===== config.mk =====
export PLATFORM = sky130hd
export DESIGN_NAME = register_bank
export DESIGN_NICKNAME = d
export VERILOG_FILES = /design/src/rtl/register_bank_pkg.sv /design/src/rtl/register_bank_cell.sv /design/src/rtl/register_bank.sv
export SDC_FILE = /design/constraint.sdc
export NUM_CORES = 1
export LEC_CHECK = 0
export CAP_MARGIN = 20
export CORE_MARGIN = 1.5
export CORE_UTILIZATION = 35
export DETAILED_ROUTE_END_ITERATION = 8
export GPL_TIMING_DRIVEN = 0
export PLACE_DENSITY_LB_ADDON = 0.3
export SYNTH_ARGS = -nofsm -noshare
export SYNTH_HDL_FRONTEND = slang
export SYNTH_SLANG_ARGS = --single-unit
export TNS_END_PERCENT = 1

===== constraint.sdc =====
create_clock -name clock -period 1.62 [get_ports clock]
set_clock_uncertainty 0.05 [all_clocks]
set_input_delay 0.324 -clock clock [delete_from_list [all_inputs] [get_ports clock]]
set_output_delay 0.324 -clock clock [all_outputs]
set_load 0.005 [all_outputs]

===== src/rtl/register_bank_pkg.sv =====
// Shared constants and types for the 8 x 16-bit register bank.
// The top module's parameters default to these values.
package register_bank_pkg;

    localparam int WIDTH  = 16;
    localparam int DEPTH  = 8;
    localparam int ADDR_W = 3;

    typedef logic [WIDTH-1:0]  word_t;
    typedef logic [ADDR_W-1:0] addr_t;

    localparam addr_t R0_INDEX = '0;

endpackage


===== src/rtl/register_bank_cell.sv =====
// One storage word of the register bank.
// Reset takes priority over a write in the same cycle.
module register_bank_cell #(
    parameter int WIDTH = register_bank_pkg::WIDTH
) (
    input  logic             clock,
    input  logic             reset,
    input  logic             enable_write,
    input  logic [WIDTH-1:0] d,
    output logic [WIDTH-1:0] q
);

    always_ff @(posedge clock) begin
        if (reset) begin
            q <= '0;
        end else if (enable_write) begin
            q <= d;
        end
    end

endmodule


===== src/rtl/register_bank.sv =====
// 8-entry register bank: one write port, two registered read ports with
// write-first bypass, optional hardwired-zero entry 0, and a written bitmap.
module register_bank
    import register_bank_pkg::*;
#(
    parameter int WIDTH   = register_bank_pkg::WIDTH,
    parameter int DEPTH   = register_bank_pkg::DEPTH,
    parameter int ADDR_W  = register_bank_pkg::ADDR_W,
    parameter bit ZERO_R0 = 1'b1
) (
    input  logic              clock,
    input  logic              reset,
    input  logic              enable_write,
    input  logic [ADDR_W-1:0] write_addr,
    input  logic [WIDTH-1:0]  write_data,
    input  logic [ADDR_W-1:0] read_addr_a,
    input  logic [ADDR_W-1:0] read_addr_b,
    output logic [WIDTH-1:0]  read_data_a,
    output logic [WIDTH-1:0]  read_data_b,
    output logic [DEPTH-1:0]  written_mask
);

    logic [WIDTH-1:0] entry_q [DEPTH];
    logic             write_legal;
    logic [WIDTH-1:0] next_a;
    logic [WIDTH-1:0] next_b;

    // Writes to entry 0 are dropped entirely when it is hardwired to zero.
    assign write_legal = enable_write &&
                         !(ZERO_R0 && (write_addr == ADDR_W'(R0_INDEX)));

    for (genvar i = 0; i < DEPTH; i++) begin : g_cell
        register_bank_cell #(.WIDTH(WIDTH)) u_cell (
            .clock        (clock),
            .reset        (reset),
            .enable_write (write_legal && (write_addr == ADDR_W'(i))),
            .d            (write_data),
            .q            (entry_q[i])
        );
    end

    // Zero-entry masking wins over bypass, bypass wins over stored data.
    always_comb begin
        next_a = entry_q[read_addr_a];
        next_b = entry_q[read_addr_b];
        if (write_legal && (read_addr_a == write_addr)) begin
            next_a = write_data;
        end
        if (write_legal && (read_addr_b == write_addr)) begin
            next_b = write_data;
        end
        if (ZERO_R0 && (read_addr_a == ADDR_W'(R0_INDEX))) begin
            next_a = '0;
        end
        if (ZERO_R0 && (read_addr_b == ADDR_W'(R0_INDEX))) begin
            next_b = '0;
        end
    end

    always_ff @(posedge clock) begin
        if (reset) begin
            read_data_a  <= '0;
            read_data_b  <= '0;
            written_mask <= '0;
        end else begin
            read_data_a <= next_a;
            read_data_b <= next_b;
            if (write_legal) begin
                written_mask[write_addr] <= 1'b1;
            end
        end
    end

endmodule


; Word-level counts from Yosys, hierarchy flattened
; Index checks and enable logic that the tools add are counted.
[classes]
shifts = 0
bitwise = 3
n_div = 0
n_reduce_logical = 18
n_lt_le_gt_ge = 4
eq_ne = 9
add_sub_neg = 0
multipliers = 0
mux = 10
[ops]
columns = cell, n
row1 = $bmux 16 s3, 2
row2 = $mux 16, 6
row3 = $eq 3x3->1 const B, 4
row4 = $logic_and 1x1->1, 12
row5 = $logic_not 3->1, 3
row6 = $ge 4x4->1 const B, 2
row7 = $not 3->4, 2
row8 = $or 8x8->8, 1
row9 = $eq 3x2->1 const B, 2
row10 = $eq 3x3->1, 2
row11 = $lt 3x4->1 const B, 1
row12 = $reduce_or 2->1, 2
row13 = $demux 1 s3, 1
row14 = $eq 3x1->1 const B, 1
row15 = $ge 3x1->1 const B, 1
row16 = $logic_not 1->1, 1
row17 = $mux 1, 1
[totals]
reg_bits = 168
memories = 0
out_inout_bits = 40
romBits = 0
mem_bits_rw = 0
inputBits = 28
latchBits = 0

; Longest topological paths before layout
; Gate-level depths: netlist (run 1).
[logic_depth]
word_depth = 5
mapped_depth = 7

; Modules after synthesis
; Synthesis (run 1) repeated with hierarchy kept, for this count alone.
[unflattened]
hier_cells = 857
hier_area_um2 = 8389.3
[by_module_without_submodules]
columns = module, area_per_inst_um2, instances, cells_each
row1 = register_bank_cell, 580.6, 8, 52
row2 = register_bank, 3744.8, 1, 441

; Least setup slack after synthesis (run 1)
; Ideal clock, no wire load.
[synth_path]
kind = in2reg
start = in read_addr_a[0]
end = reg read_data_a[10]
stages = 5
setup_time_ns = 0.126
arrival_time_ns = 1.519
path_slack_ns = -0.074
cell_sequence = buf_4 > buf_2 > mux4_2 > mux2i_1 > a21oi_2
[synth_via]
elab_chain_cells = 5
elab_cells_between_ends = 9
[synth_rtl]
columns = item, line_no
row1 = "start, declared", register_bank.sv:16  ; input logic [ADDR_W-1:0] read_addr_a,
row2 = $not 3->4 (not written as such), register_bank.sv:44  ; next_a = entry_q[read_addr_a];
row3 = $bmux 16 s3, register_bank.sv:44
row4 = $mux 16 (not written as such) (2 in series), register_bank.sv:44
row5 = $mux 16, register_bank.sv:46  ; if (write_legal && (read_addr_a == write_addr)) begin
row6 = "end signal, assigned", register_bank.sv:66  ; read_data_a <= next_a;
row7 = "end, declared", register_bank.sv:18  ; output logic [WIDTH-1:0] read_data_a,
; Several ways; a longest one is shown, not always the timed one. The select of a mux whose other input is x is not followed.
; A chain may end at the register's enable or synchronous reset.

; Worst setup path in the final report (run 1)
[layout_path]
start = in reset
end = reg g_cell[1].u_cell.q[15]
[layout_lines]
columns = item, line_no
row1 = "start, declared", register_bank.sv:12  ; input logic reset,
row2 = "end signal, assigned", register_bank_cell.sv:15  ; q <= '0;
row3 = "end signal, assigned", register_bank_cell.sv:17  ; q <= d;
row4 = "end, declared", register_bank_cell.sv:10  ; output logic [WIDTH-1:0] q
; No word-level cell between the ends.

==> results of run 1 <==
[through the flow]
stage               utilization  hold WS (ps)  TNS (ps)
finish                   0.4289         263.3    -100.1
global route             0.4289         292.6    -130.9
CTS                      0.4262         248.9         0
detailed placement       0.3944         407.7   -108400
global placement         0.3944         400.2   -106900
floorplan                     -         392.9    -926.1
[cells by family (layout without fill, tap and decap cells)]
group,count (synthesis),after routing,synth area share
buffers and inverters,80,157,0.05272
AO/OA/AOI/OAI,179,179,0.1383
flip-flops,168,168,0.4268
XOR/XNOR,5,5,0.008893
AND/OR/NAND/NOR,286,286,0.1497
multiplexers,96,96,0.2236
[worst paths after layout]
kind / start / end / slack (ps) / cells after the start
setup / recovery: reset / g_cell[1].u_cell.q[15]$_SDFFE_PP0P_ / -20 / 4
hold / removal: write_data[3] / g_cell[2].u_cell.q[3]$_SDFFE_PP0P_ / 260 / 3
setup reg to reg: g_cell[7].u_cell.q[8]$_SDFFE_PP0P_ / read_data_b[8]$_SDFF_PP0_ / 120 / 4
hold reg to reg: written_mask[1]$_SDFFE_PP0P_ / written_mask[1]$_SDFFE_PP0P_ / 410 / 2
[sequential cells by signal (all words and copies together) (netlist names)]
register and count:
read_data_b 16, g_cell.u_cell.q 128, read_data_a 16, written_mask 8
[power groups by stage]
stage / sequential (W) / combinational (W) / clock, W
4_1_cts: 0.00428 / 0.000922 / 0.00430
6_report: 0.00429 / 0.000924 / 0.00427
2_1_floorplan: 0.00436 / 0.000609 / 0
5_1_grt: 0.00429 / 0.000996 / 0.00451
3_5_place_dp: 0.00438 / 0.000903 / 0
3_3_place_gp: 0.00437 / 0.000896 / 0
[timing repair]
action                                  in CTS  in global routing
pin swaps                                    1                  0
gates cloned                                 0                  0
endpoints found under the setup margin     172                 89
hold buffers                                 0                  0
buffers inserted                             3                  0
resized for setup                           56                 31
[cells in the final DEF, fill, tap and decap left out, types with 4 or more instances in the layout]
master / synthesis / routed
a21oi_1: 118 / 118
mux4_2: 64 / 64
clkbuf_1: 42 / 30
o21ai_0: 16 / 16
nor2b_1: 20 / 20
nor2_1: 16 / 16
clkbuf_16: 0 / 17
clkbuf_4: 0 / 8
dlymetal6s2s_1: 0 / 19
bufinv_16: 0 / 4
o211a_1: 16 / 16
o31ai_1: 16 / 16
nor2_4: 0 / 4
nand2b_1: 4 / 4
buf_2: 20 / 16
buf_4: 6 / 12
buf_6: 9 / 11
a21oi_2: 10 / 10
dfxtp_1: 168 / 167
clkbuf_2: 0 / 7
nand2_1: 228 / 226
mux2i_1: 32 / 32
dlygate4sd2_1: 0 / 21
[cell type report]
type	instances	area (um^2)	share of cell area
Clock inverter	11	171.4	0.01820
Buffer	80	475.5	0.05048
Clock buffer	20	436.7	0.04637
Sequential cell	168	3364	0.3572
Tap cell	280	350.3	0.03720
Timing Repair Buffer	46	474.2	0.05035
Multi-Input combinational cell	566	4145	0.4401
[cell usage after synthesis (all sizes together)]
cell	instances	share of area
o21ba	1	0.0021
o31ai	16	0.015
nor2	22	0.012
o211a	16	0.020
nor2b	20	0.016
a211o	1	0.0011
o2111ai	1	0.0033
nand2b	4	0.0032
o21ai	16	0.010
nand3	4	0.0032
mux4	64	0.18
a21oi	128	0.086
xnor2	4	0.0078
buf	38	0.033
nand4	1	0.00079
nor3	3	0.0025
clkbuf	42	0.020
xor2	1	0.0011
dfxtp	168	0.43
nand2	229	0.11
mux2i	32	0.041
or2	2	0.0016
or3	1	0.00079
[routing by layer]
metal	track usage	part of all wire	up-vias
li1	-	-	2984
met4	0.06162	0.014	0
met5	0	0	-
met1	0.2853	0.44	3039
met3	0.05585	0.086	32
met2	0.3212	0.46	254
[critical path: cells and delay by family]
family | cells | cell delay, ps
buf+inv | 3 | 1450
compound gates | 1 | 80
==> flow_summary.yaml, run 1 <==
synthesis:
  synth_area_per_cell_um2: 9.681
  netlist_area_um2: 7880
  yosysWarnings: 0
  synth_cells: 814
  synth-seq-area-share: 0.4268
  synth_cell_types: 33
  syn_nets: 842
  ys_ff_latch: 168
routing:
  vias: 6309
  drt-pass1-iter-count: 7
  totalWireLength_um: 23680
  antenna_left: 0
  route.detailed.drc: 7
  wire_per_inst_um: 20.22
  viasPerCell: 5.388
  drt_iter0_markers: 621
clocking:
  cts_sinks: 168
  clockBufferDepth: 2
  cts_htree_levels: 4
  cts_tree: "yes"
  clk_latency_ps: 430
  cts_root_buf: "clkbuf_16"
  numCtsBuffers: 17
  clk_pin_slew_ps: 70
power_and_ir_drop:
  p_int_w: 0.007158
  power_frac_seq: 0.452
  power-per-cell-area_nw_per_um2: 1006
  p_leak_nw: 3.750
  switchingPower_w: 0.002318
  peakVddDrop_v: 0.0007417
  clkPwrFrac: 0.450
  power_w: 0.009477
  combPwrFrac: 0.097
  power.share.switching: 0.2446
sta:
  relSlewSlack: 0.4359
  fin_crit_ps: 1638
  tightest_slew_ps: 846.2
  min_period_over_period: 1.011
  finalHoldViolations: 0
  fmax_mhz: 610.6
  setup_ws_ps: -17.80
  rsz0062_at_grt: "yes"
  setup_viol: 12
  report.final.slew_viol_count: 0
global_routing:
  antenna_found_initial: 0
  grt_first_pass_wirelength_um: 36980
  grt_max_degree: 17
  grt_usage: 0.2081
  gr-total-overflow: 0
  grt_pass1_vias: 6147
critical_path:
  critical_path_arrival_ps: 1870
  start_kind: "input port"
  slowest_stage: "clkbuf_1"
  slowest_delay_ps: 590
  critPathKind: "in -> reg"
  cp_cell_sequence: "clkdlybuf4s50_1 -> buf_2 -> clkbuf_1 -> a21oi_1"
  cp.required_ps: 1850
  endpoint_kind: "flop"
  crit_fanout: 10
place:
  dp_cells: 1137
  dp_slack_ps: -1041
  post_dp_cell_area_um2: 8661
  hpwlAfterDp_um: 17250
  gp_congestion: 0.8474
  io_buffers: 43
layout:
  finalNetCount: 907
  final_cells: 1171
  antenna_cells: 0
  final_cell_area_um2: 9418
  nFillCells: 2113
  drive_gt1_frac: 0.1942
  syn2layout_area_growth_pct: 19.51
die:
  die_w_um: 153.1
  row_count: 54
  boundaryPins: 68
  fp.dieH_um: 153.1
  die-area_um2: 23420
  start_util: 0.3589
  coreArea_um2: 21960
run:
  drv_cap: 0
outcome:
  outcome: "finished, violations left"
  violations: "DRC, setup timing"
worst_hold_path:
  hold_class: "in -> reg"
Power figures use the tool's default switching activity.
==> run 2, diff against run 1 <==
--- a/config.mk
+++ b/config.mk
@@ -8,6 +8,7 @@
 export CAP_MARGIN = 20
 export CORE_MARGIN = 1.5
 export CORE_UTILIZATION = 35
+export CTS_BUF_LIST = sky130_fd_sc_hd__clkbuf_2 sky130_fd_sc_hd__clkbuf_4 sky130_fd_sc_hd__clkbuf_8
 export DETAILED_ROUTE_END_ITERATION = 8
 export GPL_TIMING_DRIVEN = 0
 export PLACE_DENSITY_LB_ADDON = 0.3
==> flow_summary.yaml, run 2 (synthesis results as in run 1) <==
routing:
  totalWireLength_um: 23470
  viasPerCell: 5.399
  wire_per_inst_um: 20.10
  drt_iter0_markers: 541
  route.detailed.drc: 7
  antenna_left: 0
  drt-pass1-iter-count: 7
  vias: 6306
sta:
  finalHoldViolations: 0
  rsz0062_at_grt: "yes"
  relSlewSlack: 0.4079
  finalSetupTns_ps: 0
  fin_crit_ps: 1618
  fmax_mhz: 618.2
  min_period_over_period: 0.9985
  report.final.slew_viol_count: 0
  tightest_slew_ps: 888.2
  setup_viol: 0
die:
  fp.dieH_um: 153.1
  die-area_um2: 23420
  die_w_um: 153.1
  coreArea_um2: 21960
  start_util: 0.3589
  boundaryPins: 68
  row_count: 54
clocking:
  cts_tree: "yes"
  numCtsBuffers: 17
  clockBufferDepth: 2
  clk_latency_ps: 480
  cts_htree_levels: 4
  cts_sinks: 168
  clk_pin_slew_ps: 90
  cts_root_buf: "clkbuf_8"
  post_cts_buffers: 0
layout:
  utilization: 0.4143
  syn2layout_area_growth_pct: 15.45
  largest-register: "g_cell.u_cell.q"
  final_common_cell: "nand2_1"
  antenna_cells: 0
  nFillCells: 2158
  mostFrequentLayoutCells: "nand2_1, dfxtp_1, a21oi_1"
  top_regs: "g_cell.u_cell.q x128, read_data_a x16, read_data_b x16"
  drive_gt1_frac: 0.1892
  finalNetCount: 904
  largest_register_ffs: 128
global_routing:
  grt_usage: 0.2066
  gr-total-overflow: 0
  grt_first_pass_wirelength_um: 36660
  grt_pass1_vias: 6118
  antenna_found_initial: 0
  grt_max_degree: 17
run:
  drv_cap: 0
critical_path:
  endpoint_kind: "flop"
  crit_fanout: 10
  cp.required_ps: 1920
  slowest_delay_ps: 610
  cp_top_family: "buffers and inverters"
  critPathKind: "in -> reg"
  slowest_stage: "clkbuf_1"
  crit_buf_inv: 2
  start_kind: "input port"
  critical_path_arrival_ps: 1920
  cp_cell_sequence: "buf_2 -> clkbuf_1 -> mux4_2 -> mux2i_1 -> a21oi_1"
power_and_ir_drop:
  power_w: 0.008489
  power-per-cell-area_nw_per_um2: 933.1
  p_leak_nw: 3.391
  peakVddDrop_v: 0.0004992
place:
  hpwlAfterDp_um: 17250
  gp_congestion: 0.8474
  io_buffers: 43
outcome:
  outcome: "finished, violations left"
  violations: "DRC"
worst_hold_path:
  hold_class: "in -> reg"
[run 2: worst register-to-register path: cells and delay by family, from the launching register on]
family / cells / cell delay (ps)
multiplexers: 2 / 690
flip-flops: 1 / 360
AO/OA/AOI/OAI: 2 / 290
[run 2: area by class of cell]
| cell class | count | area, um^2 | share of cell area |
|---|---|---|---|
| plain buffers | 80 | 442.9 | 0.04869 |
| clock buffers | 20 | 256.5 | 0.02819 |
| clock inverters | 11 | 171.4 | 0.01884 |
| multi-input cells | 566 | 4133 | 0.4543 |
| flip-flops and latches | 168 | 3366 | 0.3700 |
| well taps | 280 | 350.3 | 0.03851 |
| repair buffers | 43 | 377.9 | 0.04153 |
[run 2: per-stage QoR]
stage | instance area [um^2] | hold WS, ps | setup WS, ps | cells
after floorplan | 7880 | 392.9 | -74.39 | 814
after global placement | 8661 | 400.2 | -995.8 | 1137
after detailed placement | 8661 | 407.7 | -1041 | 1137
after CTS | 9089 | 195.5 | 19.76 | 1168
after global routing | 9097 | 242.2 | -17.73 | 1168
final | 9097 | 202.1 | 2.401 | 1168
[run 2: worst paths after layout]
path,endpoint,cells past startpoint,slack (ps),from
worst max-delay path,read_data_a[4]$_SDFF_PP0_,5,2,read_addr_a[1]
worst min-delay path,g_cell[2].u_cell.q[3]$_SDFFE_PP0P_,3,200,write_data[3]
worst max register to register,read_data_b[10]$_SDFF_PP0_,4,110,g_cell[7].u_cell.q[10]$_SDFFE_PP0P_
worst min register to register,written_mask[1]$_SDFFE_PP0P_,2,420,written_mask[1]$_SDFFE_PP0P_
[run 2: what timing repair did]
action / in CTS / in global routing
endpoints found under the setup margin: 164 / 49
resized for setup: 62 / 8
hold buffers: 0 / 0
[run 2: layer usage]
metal	up-vias	track usage	share of wire
met5	-	0	0
met2	259	0.3180	0.45
met4	0	0.07283	0.018
met3	34	0.05614	0.091
met1	3045	0.2790	0.44
li1	2968	-	-
[run 2: where the power goes]
part	switching (W)	internal (W)	total (W)
logic	0.000561	0.000339	0.000900
registers	0.0000640	0.00422	0.00428
clock network	0.00158	0.00173	0.00331
